===== src/rtl/param_register_file.sv =====
// Parametrised 2-read/1-write register file with registered, write-first forwarding reads.
// Optional macro ZERO_REG_EN: entry 0 is hardwired to zero.
module param_register_file #(
    parameter int DATA_W = 8,
    parameter int ADDR_W = 2
) (
    input  logic              input_Clock,
    input  logic              input_Reset,
    input  logic              input_Read_En,
    input  logic              input_Write_En,
    input  logic [ADDR_W-1:0] input_Read_Register1,
    input  logic [ADDR_W-1:0] input_Read_Register2,
    input  logic [ADDR_W-1:0] input_Write_Register,
    input  logic [DATA_W-1:0] input_Write_Data,
    output logic [DATA_W-1:0] output_Read_Data1,
    output logic [DATA_W-1:0] output_Read_Data2,
    output logic              output_Read_Valid,
    output logic [DATA_W-1:0] output_Output,
    output logic [7:0]        output_Write_Count
);

    localparam int DEPTH = 1 << ADDR_W;

    logic [DATA_W-1:0] entries [DEPTH];
    logic              entry_we;
    logic [DATA_W-1:0] rd1_next;
    logic [DATA_W-1:0] rd2_next;

    // Storage update is separated from the accepted-write bookkeeping so the
    // zero register can discard data while still counting the write.
    always_comb begin
        entry_we = input_Write_En;
`ifdef ZERO_REG_EN
        if (input_Write_Register == '0) begin
            entry_we = 1'b0;
        end
`endif
    end

    always_comb begin
        rd1_next = entries[input_Read_Register1];
        rd2_next = entries[input_Read_Register2];
        if (entry_we && (input_Write_Register == input_Read_Register1)) begin
            rd1_next = input_Write_Data;
        end
        if (entry_we && (input_Write_Register == input_Read_Register2)) begin
            rd2_next = input_Write_Data;
        end
`ifdef ZERO_REG_EN
        if (input_Read_Register1 == '0) begin
            rd1_next = '0;
        end
        if (input_Read_Register2 == '0) begin
            rd2_next = '0;
        end
`endif
    end

    always_ff @(posedge input_Clock) begin
        if (input_Reset) begin
            for (int i = 0; i < DEPTH; i++) begin
                entries[i] <= '0;
            end
            output_Read_Data1  <= '0;
            output_Read_Data2  <= '0;
            output_Read_Valid  <= 1'b0;
            output_Output      <= '0;
            output_Write_Count <= '0;
        end else begin
            if (entry_we) begin
                entries[input_Write_Register] <= input_Write_Data;
            end
            if (input_Write_En) begin
                output_Output <= input_Write_Data;
                if (output_Write_Count != 8'hFF) begin
                    output_Write_Count <= output_Write_Count + 8'd1;
                end
            end
            output_Read_Valid <= input_Read_En;
            if (input_Read_En) begin
                output_Read_Data1 <= rd1_next;
                output_Read_Data2 <= rd2_next;
            end
        end
    end

endmodule


===== config.mk =====
export PLATFORM = sky130hd
export DESIGN_NAME = param_register_file
export DESIGN_NICKNAME = d
export VERILOG_FILES = /design/src/rtl/param_register_file.sv
export SDC_FILE = /design/constraint.sdc
export NUM_CORES = 1
export LEC_CHECK = 0
export BUFFER_PORTS_ARGS = -buffer_cell sky130_fd_sc_hd__buf_2
export CORE_UTILIZATION = 56
export CTS_CLUSTER_DIAMETER = 150
export DETAILED_ROUTE_END_ITERATION = 7
export GPL_TIMING_DRIVEN = 0
export HOLD_SLACK_MARGIN = 0.02
export PLACE_DENSITY = 0.78
export SLEW_MARGIN = 20
export SYNTH_ARGS = -nofsm -noshare
export SYNTH_HDL_FRONTEND = slang
export SYNTH_SLANG_ARGS = --single-unit

===== constraint.sdc =====
create_clock -name input_Clock -period 2.49 [get_ports input_Clock]
set_input_delay 0.498 -clock input_Clock [delete_from_list [all_inputs] [get_ports input_Clock]]
set_output_delay 0.498 -clock input_Clock [all_outputs]
set_load 0.03 [all_outputs]

==> results.md, run 1 <==
* Sink Count at 65
* Final setup fails at 0
* WL final at between 6000 and 7000 um
* Synthesized instance count at approximately 250
* Die H at 76.8 um
* Total setup buffers inserted after CTS at 0
* P per Cell Area at 658 mW/mm2
* Post-synth top flop: dfxtp_1
* CTS tree: yes
* Setup TNS at 0 ns
* Antenna-violating nets left at 0
* Critical path's largest stage delay at 0.60 ns
* Placed Instance Area at between 0.003 and 0.004 mm2
* Fill cell count at around 410
* Total track usage at 22.9%
* Fin cells at 380
* Maximum number of pins on one net before global-route repair at 11
* First-pass GRT wire length at roughly 10000 um
* Core Util, Final at a little over two thirds
* Routed vias at approximately 2200
* CTS Buf Count at 9
* Int Power at 1790 uW
* Hold depth at 2
* Setup CP Type: input pin to flip-flop
* Leading area contributor after synthesis: edfxtp_1
* Period utilisation layout at between 80% and 90%
* Post_cts resized at 0
* Site row count at 26
* Psw at between 600 and 700 uW
* Worst-path clk slew at 0.06 ns
* Combinational power share at around 14%
* Slew @ Worst Pin at just over 0.7 ns
* CP Launch Type: input pin
* CTS H-tree lvls at 3
* Vias per Instance at approximately 5.7
* Fin crit period at around 2.0 ns
* Vias in the first global route at around 2100
* CP max stage cell: nor3b_1
* RSZ-0062 raised after global routing: false
* Yosys top cell area share at 30.7%
* RR Endpoint: output_Write_Count[1]
* Ports at between 50 and 60
* Crit path DAT at roughly 2.1 ns
* Overflow after GRT at 0
* Port Buffers at 49
* Register area share after synthesis at about 52%
* DRT Pass-1 Iters at 4
* Worst path top cell family by delay: simple AND/OR/NAND/NOR gates
* R2r setup slk at approximately 1.1 ns
* CP required at 2.51 ns
* Reg-to-Reg Start: output_Write_Count[0]
* Number of synthesized flops with an enable pin at 32
* Die footprint at roughly 0.006 mm2
* Crit. Startpoint: input_Reset
* Hold Buf Count CTS at 0
* Rel. slew slack at a little over half
* WP buf/inv at 3
* Nets@finish at 324
* CTS root buf: clkbuf_8
* Setup Skew at around 0.0082 ns
* Hold WC Path Type: input pin to flip-flop
* Synthesis Warnings at 0
* HP Start: input_Write_Data[3]
* Area growth syn-to-layout at 16.3%
* DR iter-0 viols at about 150
* Placer Congestion at 0.762
* Flop pwr share at roughly half
* # Max-Cap Violations at 0
* WL/cell at ~16 um
* Post-DP HPWL at approximately 4500 um
* Layout cell share with drive strength beyond 1 at 31.0%
* Hold endpoint: output_Read_Data2[3]
* Power share of the clock group at 34.5%
* Max Root-Sink Buffers at 2
* CP endpoint kind: flip-flop
* Worst-path fanout max at 10
* Maximum vdd drop at roughly 0.36 mV
* Max Slew Vio Count at 0
* Status: finished clean
* # diodes at 0
* Syn_nets at around 260
* Residual DRC at 0
* Most used cell along the critical path: buf_2
* R2R depth at 5
* Post-route cell area at approximately 0.0036 mm2
* Die X-Extent at about 77 um
* Clk_lat worst skew at around 0.34 ns
* FMAX at 488 MHz
* Hold Fails Final Rpt at 0
* Critical Path, Cell by Cell: buf_2, buf_6, buf_2, nand2b_1, nor3b_1, or2_2
* Synth top area cells: edfxtp_1, dfxtp_1, mux4_2
* Synthesized cell area at approximately 0.0031 mm2
* Synth Register Bits at 65
* Antenna violations before repair at 0
* CORE AREA at approximately 0.0052 mm2
* Initial Util at about three fifths
* Inst Count DP at between 300 and 400
* Mapped Avg Cell Area at 12.8 um2
* Yosys cell types at 39
* Asr flop ratio synth at 0%
* Leakage power at about 0.0015 uW
* Sw frac at between 20% and 30%
* Overall power at between 2000 and 2500 uW
-- layout make-up --
type / count / area, um2 / area share (%)
buffer: 14 / 68.8 / 1.89
clock inverter: 5 / 46.3 / 1.27
tap: 70 / 87.6 / 2.41
inverter: 1 / 3.75 / 0.103
sequential: 65 / 1620 / 44.5
multi-input combinational: 165 / 1440 / 39.5
clock buffer: 11 / 131 / 3.61
timing repair buffer: 49 / 245 / 6.74
-- flip-flops by register name (all words and copies together) (netlist names) --
| name | flops |
|---|---|
| output_Write_Count | 8 |
| output_Read_Data2 | 8 |
| output_Output | 8 |
| entries | 32 |
| output_Read_Valid | 1 |
| output_Read_Data1 | 8 |
-- layer usage --
metal | global-route usage, % | wire length (um) | part of all wire (%)
met5 | 0 | 0 | 0
met4 | 11.3 | 110 | 1.8
met3 | 4.29 | 324 | 5.4
met2 | 35.0 | 2770 | 46
met1 | 31.3 | 2810 | 47
-- cells in the final DEF (no fill, tap or decap), drive strengths merged, types with 3 or more instances in the layout --
cell type and count:
mux4 16, nor2b 9, xor2 6, edfxtp 32, nand4 3, a41oi 3
nand2 3, a21oi 4, nor2 15, and2 48, dfxtp 33, mux2i 9
nor3 3, clkbuf 16, buf 58, clkinv 4, a221o 16, o21ai 4
or2 3
-- power by group through the flow --
stage	Combinational, uW	Sequential, uW	Clock, uW
floorplan	179	1310	0
global placement	336	1250	0
detailed placement	341	1250	0
CTS	343	1230	840
global route	368	1240	887
finish	341	1230	827
-- how the worst max path moves through the flow --
stage | end | slack [ns] | cells after the start
floorplan | entries[2][0] | 0.54 | 5
global placement | entries[1][6] | 0.07 | 6
detailed placement | entries[1][6] | 0.03 | 6
CTS | entries[1][3] | 0.40 | 6
global route | entries[1][3] | 0.26 | 6
finish | entries[1][3] | 0.44 | 6
-- kinds of logic after synthesis --
kind of cell	count (synthesis)	share of synthesized area, %
AOI/OAI and AO/OA	37	11.1
muxes	25	14.4
adders and majority gates	1	0.400
xor gates and xnor gates	6	1.68
and+or+nand+nor	96	18.3
buffers and inverters	15	2.32
DFF	65	51.8
-- per-stage QoR --
step,setup WS [ns],hold slack (ns)
finish,0.441,0.492
global route,0.259,0.510
CTS,0.398,0.485
detailed placement,0.0333,0.479
global placement,0.0658,0.468
floorplan,0.540,0.628
-- synthesized netlist by cell type (all sizes together), types with 4 or more instances --
| cell | number |
|---|---|
| edfxtp | 32 |
| buf | 9 |
| and2 | 48 |
| o21ai | 4 |
| nor2 | 15 |
| dfxtp | 33 |
| a221o | 16 |
| mux2i | 9 |
| clkbuf | 5 |
| nor2b | 9 |
| a21oi | 4 |
| mux4 | 16 |
| xor2 | 6 |
-- worst register-to-register path, stage by stage, from the launching register on --
cell	delay, ns
dfxtp_1	0.38
ha_1	0.25
nand3_1	0.09
o21ai_0	0.33
mux2i_1	0.23
nor2_1	0.05
(Power assumes the default switching activity.)
==> run 2, diff against run 1 <==
- ABC_AREA: default -> 1
- CORE_UTILIZATION: 56 -> 51
- PLACE_DENSITY: 0.78 -> 0.75
- clock period: 2.49 -> 1.7 ns (I/O delays scaled with it)
==> run 2 against run 1 <==
Effect of this change: hold slack got worse by 0.22 ns; total power is 55% higher; synthesized cell count is 78% higher; non-clock buffer count stayed put; utilization fell by 6.7 points; sequential power is 47% higher; via count increased by 46%; critical endpoint is now output_Write_Count[6]; highest routed layer unchanged.
==> results.md, run 2 <==
* Met2 WL at 3790 um (+37%)
* P per Cell Area at 981 mW/mm2 (+49%)
* # diodes at 0 (unchanged)
* WL/cell at 13.9 um (-12%)
* Post-synth top flop: dfxtp_1
* CTS H-tree lvls at 3 (unchanged)
* CP Launch Type: flip-flop
* Max Root-Sink Buffers at 2 (unchanged)
* Residual DRC at 0 (unchanged)
* Sink Count at 65 (unchanged)
* FF+latch area at 0.00162 mm2 (unchanged)
* Hold WC Path Type: input pin to flip-flop
* Yosys cell types at 21 (-46%)
* Status: finished clean
* Maximum vdd drop at 0.565 mV (+57%)
* # Max-Cap Violations at 0 (unchanged)
* Reg-to-Reg Start: output_Write_Count[0]
* Setup Skew at 0.00859 ns (+0.000427 ns)
* Leading area contributor after synthesis: edfxtp_1
* First-pass GRT wire length at 13000 um (+26%)
* Clk_lat worst skew at 0.34 ns (about the same)
* Layout cell share with drive strength beyond 1 at 15.7% (-15 points)
* Final setup fails at 0 (unchanged)
* Nets@finish at 512 (+58%)
* Site row count at 28 (+7.7%)
* Syn_nets at 455 (+72%)
* Asr flop ratio synth at 0% (unchanged)
* CP endpoint kind: flip-flop
* Vias per Instance at 5.51 (-3.3%)
* CP required at 1.94 ns (-0.57 ns)
* Yosys top cell area share at 29.6% (-1.1 points)
* Placer Congestion at 0.895 (+18%)
* CTS tree: yes
* Most frequent cells in the layout: nor2_1, nand2_1, o21ai_0, buf_2, inv_1
* FMAX at around 660 MHz
* Rel. slew slack at 51.4% (-0.69 points)
* Hold Buf Count CTS at 0 (unchanged)
* R2R depth at 8 (+3)
* RR Endpoint: output_Write_Count[6]
* Met1 WL at 3370 um (+20%)
* Synth Register Bits at 65 (unchanged)
* Most common cell after layout, fill and taps aside: nor2_1
* Fin Hold WS at 0.270 ns (-0.222 ns)
* Synthesized instance count at 436 (+78%)
* Post-DP HPWL at 5840 um (+31%)
* Total track usage at 26.3% (+3.4 points)
* Max reg flops at 32 (unchanged)
* Vias in the first global route at 2846 (+34%)
* Fill cell count at 559 (+38%)
* Hold Fails Final Rpt at 0 (unchanged)
* Synth top area cells: edfxtp_1, dfxtp_1, nor2_1
* Die H at 81.8 um (+6.6%)
* Antenna violations before repair at 0 (unchanged)
* Fin crit period at around 1.5 ns
* Reg with most FFs: entries
* Crit. Startpoint: output_Write_Count[0]
* Initial Util at 53.9% (-5.8 points)
* Die footprint at 0.00669 mm2 (+14%)
* Max layer used: met4
* CTS Buf Count at 9 (unchanged)
* Worst-path fanout max at 9 (-1)
* Period utilisation layout at just under 90%
* Area growth syn-to-layout at 16.5%
* Met3 WL at 550 um (+70%)
* Worst-path clk slew at 0.07 ns (about the same)
* End of the critical path: output_Write_Count[6]
* Mapped Avg Cell Area at 7.45 um2 (-42%)
* Max Slew Vio Count at 0 (unchanged)
* Port Buffers at 46 (-6.1%)
* Number of synthesized flops with an enable pin at 32 (unchanged)
* Setup CP Type: flip-flop to flip-flop
* RSZ-0062 raised after global routing: false
* Crit path DAT at 1.74 ns (-0.33 ns)
* Synthesis Warnings at 0 (unchanged)
* Die X-Extent at 81.8 um (+6.6%)
* Leakage power at 0.00179 uW (+22%)
* Count leader, synth: nor2_1
* Synthesized cell area at 0.00325 mm2 (+3.8%)
* Commonest cells post-synth: nor2_1, nand2_1, o21ai_0, inv_1, nand3_1
* CORE AREA at 0.00603 mm2 (+15%)
* WL final at 7950 um (+32%)
* Routed vias at 3158 (+46%)
* Area of the multi-input gates at 0.00137 mm2 (-4.7%)
* Slew @ Worst Pin at 0.725 ns (+0.0119 ns)
* CTS root buf: clkbuf_8
* Overflow after GRT at 0 (unchanged)
* Setup TNS at 0 ns (unchanged)
* Maximum number of pins on one net before global-route repair at 12 (+1)
* DRT Pass-1 Iters at 6 (+2)
* Overall power at 3710 uW (+55%)
* Ports at 51 (unchanged)
* Register area share after synthesis at 49.9% (-1.9 points)
* Antenna-violating nets left at 0 (unchanged)
* DR iter-0 viols at 384 (+150%)
* R2r setup slk at 0.19 ns (-0.86 ns)
-- run 2: worst min path at each step --
| stage | from | to | slack [ns] | cells past startpoint |
|---|---|---|---|---|
| global route | input_Reset | output_Read_Data2[0] | 0.29 | 4 |
| floorplan | input_Write_Data[0] | output_Output[0] | 0.56 | 2 |
| detailed placement | output_Output[2] | output_Output[2] | 0.44 | 2 |
| finish | input_Reset | output_Read_Data2[0] | 0.27 | 4 |
| CTS | input_Reset | output_Read_Data2[0] | 0.26 | 4 |
| global placement | output_Output[0] | output_Output[0] | 0.43 | 2 |
-- run 2: area by class of cell --
| cell class | instances | area share (%) |
|---|---|---|
| sequential | 65 | 42.8 |
| multi-input combinational | 304 | 36.2 |
| timing repair buffer | 46 | 6.08 |
| inverter | 50 | 4.96 |
| clock buffer | 13 | 4.20 |
| tap | 75 | 2.48 |
| buffer | 17 | 2.25 |
| clock inverter | 3 | 1.06 |
-- run 2: cells by family after synthesis --
| family | after synthesis | synth area share (%) |
|---|---|---|
| compound gates | 81 | 12.5 |
| xor+xnor | 5 | 1.35 |
| fa+ha+maj | 1 | 0.385 |
| buf+inv | 67 | 8.39 |
| flops | 65 | 49.9 |
| simple gates | 217 | 27.5 |
-- run 2: layer usage --
layer	GRT usage (%)	vias to the layer above
li1	-	1523
met1	34.0	1436
met2	41.8	166
met3	4.33	33
met4	14.7	0
met5	0	-
-- run 2: timing repair --
item	4_1_cts	5_1_grt
endpoints found under the setup margin	14	3
resized for setup	2	2
buffers inserted	0	0
-- run 2: where the power goes --
| part | internal (uW) | leakage (uW) | total [uW] | switching [uW] |
|---|---|---|---|---|
| Clock | 754 | 0.000103 | 1330 | 575 |
| Sequential | 1760 | 0.000584 | 1810 | 55.4 |
| Combinational | 165 | 0.00111 | 571 | 407 |
-- run 2: critical path, cell delays in order (launching register included) --
cell     delay, ns
dfxtp_1       0.43
ha_1          0.25
nand4_1       0.18
nor2_1        0.22
nor2_4        0.09
nand2_1       0.09
nand2_1       0.05
nand2_1       0.05
nor2_1        0.04
-- run 2: per-stage QoR --
| stage | setup slack [ns] | cells | utilization (%) | instance area (um2) |
|---|---|---|---|---|
| detailed placement | -0.407 | 557 | 59.3 | 3570 |
| global route | 0.0113 | 573 | 62.8 | 3790 |
| finish | 0.194 | 573 | 62.8 | 3790 |
| floorplan | 0.00241 | 436 | - | 3250 |
| CTS | 0.131 | 573 | 62.7 | 3780 |
| global placement | -0.392 | 557 | 59.3 | 3570 |
==> run 3, diff against run 2 <==
- CORE_UTILIZATION: 51 -> 56
- MAX_ROUTING_LAYER: default -> met4
- PLACE_DENSITY: 0.75 -> 0.78
- clock period: 1.7 -> 1.4 ns (I/O delays scaled with it)
==> run 3 against run 2 <==
Effect of this change: the flow now finishes with violations (setup timing); final cell count did not move; clock skew fell by 0.00068 ns; clock power rose by 20%; clock-buffer cell count fell by 3; flip-flop and latch count did not move; critical endpoint is now entries[0][5]; non-clock buffer count rose by 3; routed wire length rose by 3.1%.
==> results.md, run 3 (synthesized netlist as in run 2, its figures left out) <==
* # Max-Cap Violations at 0 (unchanged)
* Fin cells at 573 (unchanged)
* Setup TNS at -0.00830 ns (-0.00830 ns)
* WL/cell at 14.3 um (+3.1%)
* Residual DRC at 0 (unchanged)
* Maximum vdd drop at 0.726 mV (+28%)
* Ports at 51 (unchanged)
* CP endpoint kind: flip-flop
* Nets@finish at 515 (+0.59%)
* Inst Count DP at 554 (-0.54%)
* Crit path DAT at 1.45 ns (-0.29 ns)
* Failing checks: setup timing
* Overflow after GRT at 0 (unchanged)
* Antenna violations before repair at 0 (unchanged)
* CTS root buf: clkbuf_8
* Worst-path fanout max at 9 (unchanged)
* CTS H-tree lvls at 3 (unchanged)
* Final setup fails at 3 (+3)
* Site row count at 27 (-3.6%)
* Initial Util at 58.6% (+4.7 points)
* Placed Instance Area at 0.00358 mm2 (+0.14%)
* Layout cell share with drive strength beyond 1 at 19.6% (+3.9 points)
* Max Slew Vio Count at 0 (unchanged)
* Setup CP Type: input pin to flip-flop
* Port Buffers at 46 (unchanged)
* Period utilisation layout at 100%
* Most frequent cells in the layout: nor2_1, nand2_1, o21ai_0, buf_2, inv_1
* Status: complete, but fails checks
* Vias per Instance at 5.56 (+0.82%)
* First-pass GRT wire length at 13200 um (+1.1%)
* Fill cell count at 450 (-19%)
* Fin crit period at about 1.4 ns
* P per Cell Area at 1160 mW/mm2 (+18%)
* DR iter-0 viols at 282 (-27%)
* Max reg flops at 32 (unchanged)
* Met2 WL at 3990 um (+5.1%)
* Total track usage at 29.0% (+2.7 points)
* # diodes at 0 (unchanged)
* Slew @ Worst Pin at 0.691 ns (-0.0348 ns)
* Maximum number of pins on one net before global-route repair at 12 (unchanged)
* Worst-path clk slew at 0.07 ns (about the same)
* FMAX at 713 MHz
* Hold WC Path Type: input pin to flip-flop
* Rel. slew slack at 53.7% (+2.3 points)
* Leakage power at 0.00181 uW (+0.88%)
* Post-route cell area at 0.00387 mm2 (+2.3%)
* Setup Skew at 0.00791 ns (-0.000677 ns)
* Clk_lat worst skew at 0.35 ns (about the same)
* CP Launch Type: input pin
* Post-DP HPWL at 5810 um (-0.48%)
* Most common cell after layout, fill and taps aside: nor2_1
* Die H at 78.2 um (-4.5%)
* Met3 WL at 605 um (+10%)
* Routed vias at 3184 (+0.82%)
* Placer Congestion at 0.868 (-3.0%)
* Area growth syn-to-layout at 19.2%
* RSZ-0062 raised after global routing: true
* Die X-Extent at 78.2 um (-4.5%)
* Antenna-violating nets left at 0 (unchanged)
* CTS tree: yes
* CTS Buf Count at 9 (unchanged)
* CP required at 1.44 ns (-0.50 ns)
* DRT Pass-1 Iters at 7 (+1)
* Max layer used: met4
* Die footprint at 0.00611 mm2 (-8.7%)
* Vias in the first global route at 2825 (-0.74%)
* Met1 WL at 3400 um (+0.92%)
* Reg with most FFs: entries
* WL final at 8190 um (+3.1%)
* Sink Count at 65 (unchanged)
* Max Root-Sink Buffers at 2 (unchanged)
* Place WS at -0.414 ns (-0.00656 ns)
* Hold Fails Final Rpt at 0 (unchanged)
* CORE AREA at 0.00554 mm2 (-8.1%)
* Setup slack after layout at -0.00309 ns (-0.197 ns)
==> run 3: final timing paths <==
check,start,to,slack [ns],cells past startpoint
setup / recovery,input_Reset,entries[0][5],-0.003,6
hold reg to reg,output_Output[2],output_Output[2],0.45,2
hold / removal,input_Reset,output_Read_Data2[0],0.22,4
setup reg to reg,output_Write_Count[0],output_Write_Count[4],0.06,6
==> run 3: per-layer routing <==
layer / track usage (%) / up-vias
li1: - / 1532
met1: 35.1 / 1471
met2: 46.0 / 156
met3: 6.28 / 25
met4: 14.3 / 0
met5: - / -
==> run 3: report_power, final <==
group	internal, uW	switching [uW]	total, uW
clock network	855	734	1590
logic	207	499	706
registers	2130	71.4	2210
total	3200	1300	4500
==> run 3: through the flow <==
step,hold slack [ns],util (%),total power (uW)
6_report,0.215,69.9,4500
4_1_cts,0.211,68.5,4480
3_5_place_dp,0.443,64.6,2920
2_1_floorplan,0.497,-,2720
3_3_place_gp,0.434,64.6,2910
5_1_grt,0.225,69.9,4680
==> run 3: critical path: stages <==
cell and delay (ns):
buf_6 0.11, inv_2 0.18, nand3_2 0.18, inv_1 0.15
nand2_1 0.29, nand2_4 0.24
==> run 3: area by class of cell <==
type | count | area (um2) | area share (%)
Timing Repair Buffer | 49 | 253 | 6.52
Clock inverter | 6 | 57.6 | 1.49
Tap cell | 72 | 90.1 | 2.33
Sequential cell | 65 | 1640 | 42.2
Buffer | 17 | 87.6 | 2.26
Multi-Input combinational cell | 304 | 1430 | 36.8
Clock buffer | 10 | 138 | 3.55
Inverter | 50 | 188 | 4.84
==> run 3: what timing repair did <==
item / 4_1_cts / 5_1_grt
resized for setup: 6 / 20
setup endpoints to repair: 23 / 42
buffers inserted: 0 / 3
hold buffers: 0 / 0
endpoints found under the hold margin: 0 / 0
pin swaps: 0 / 6
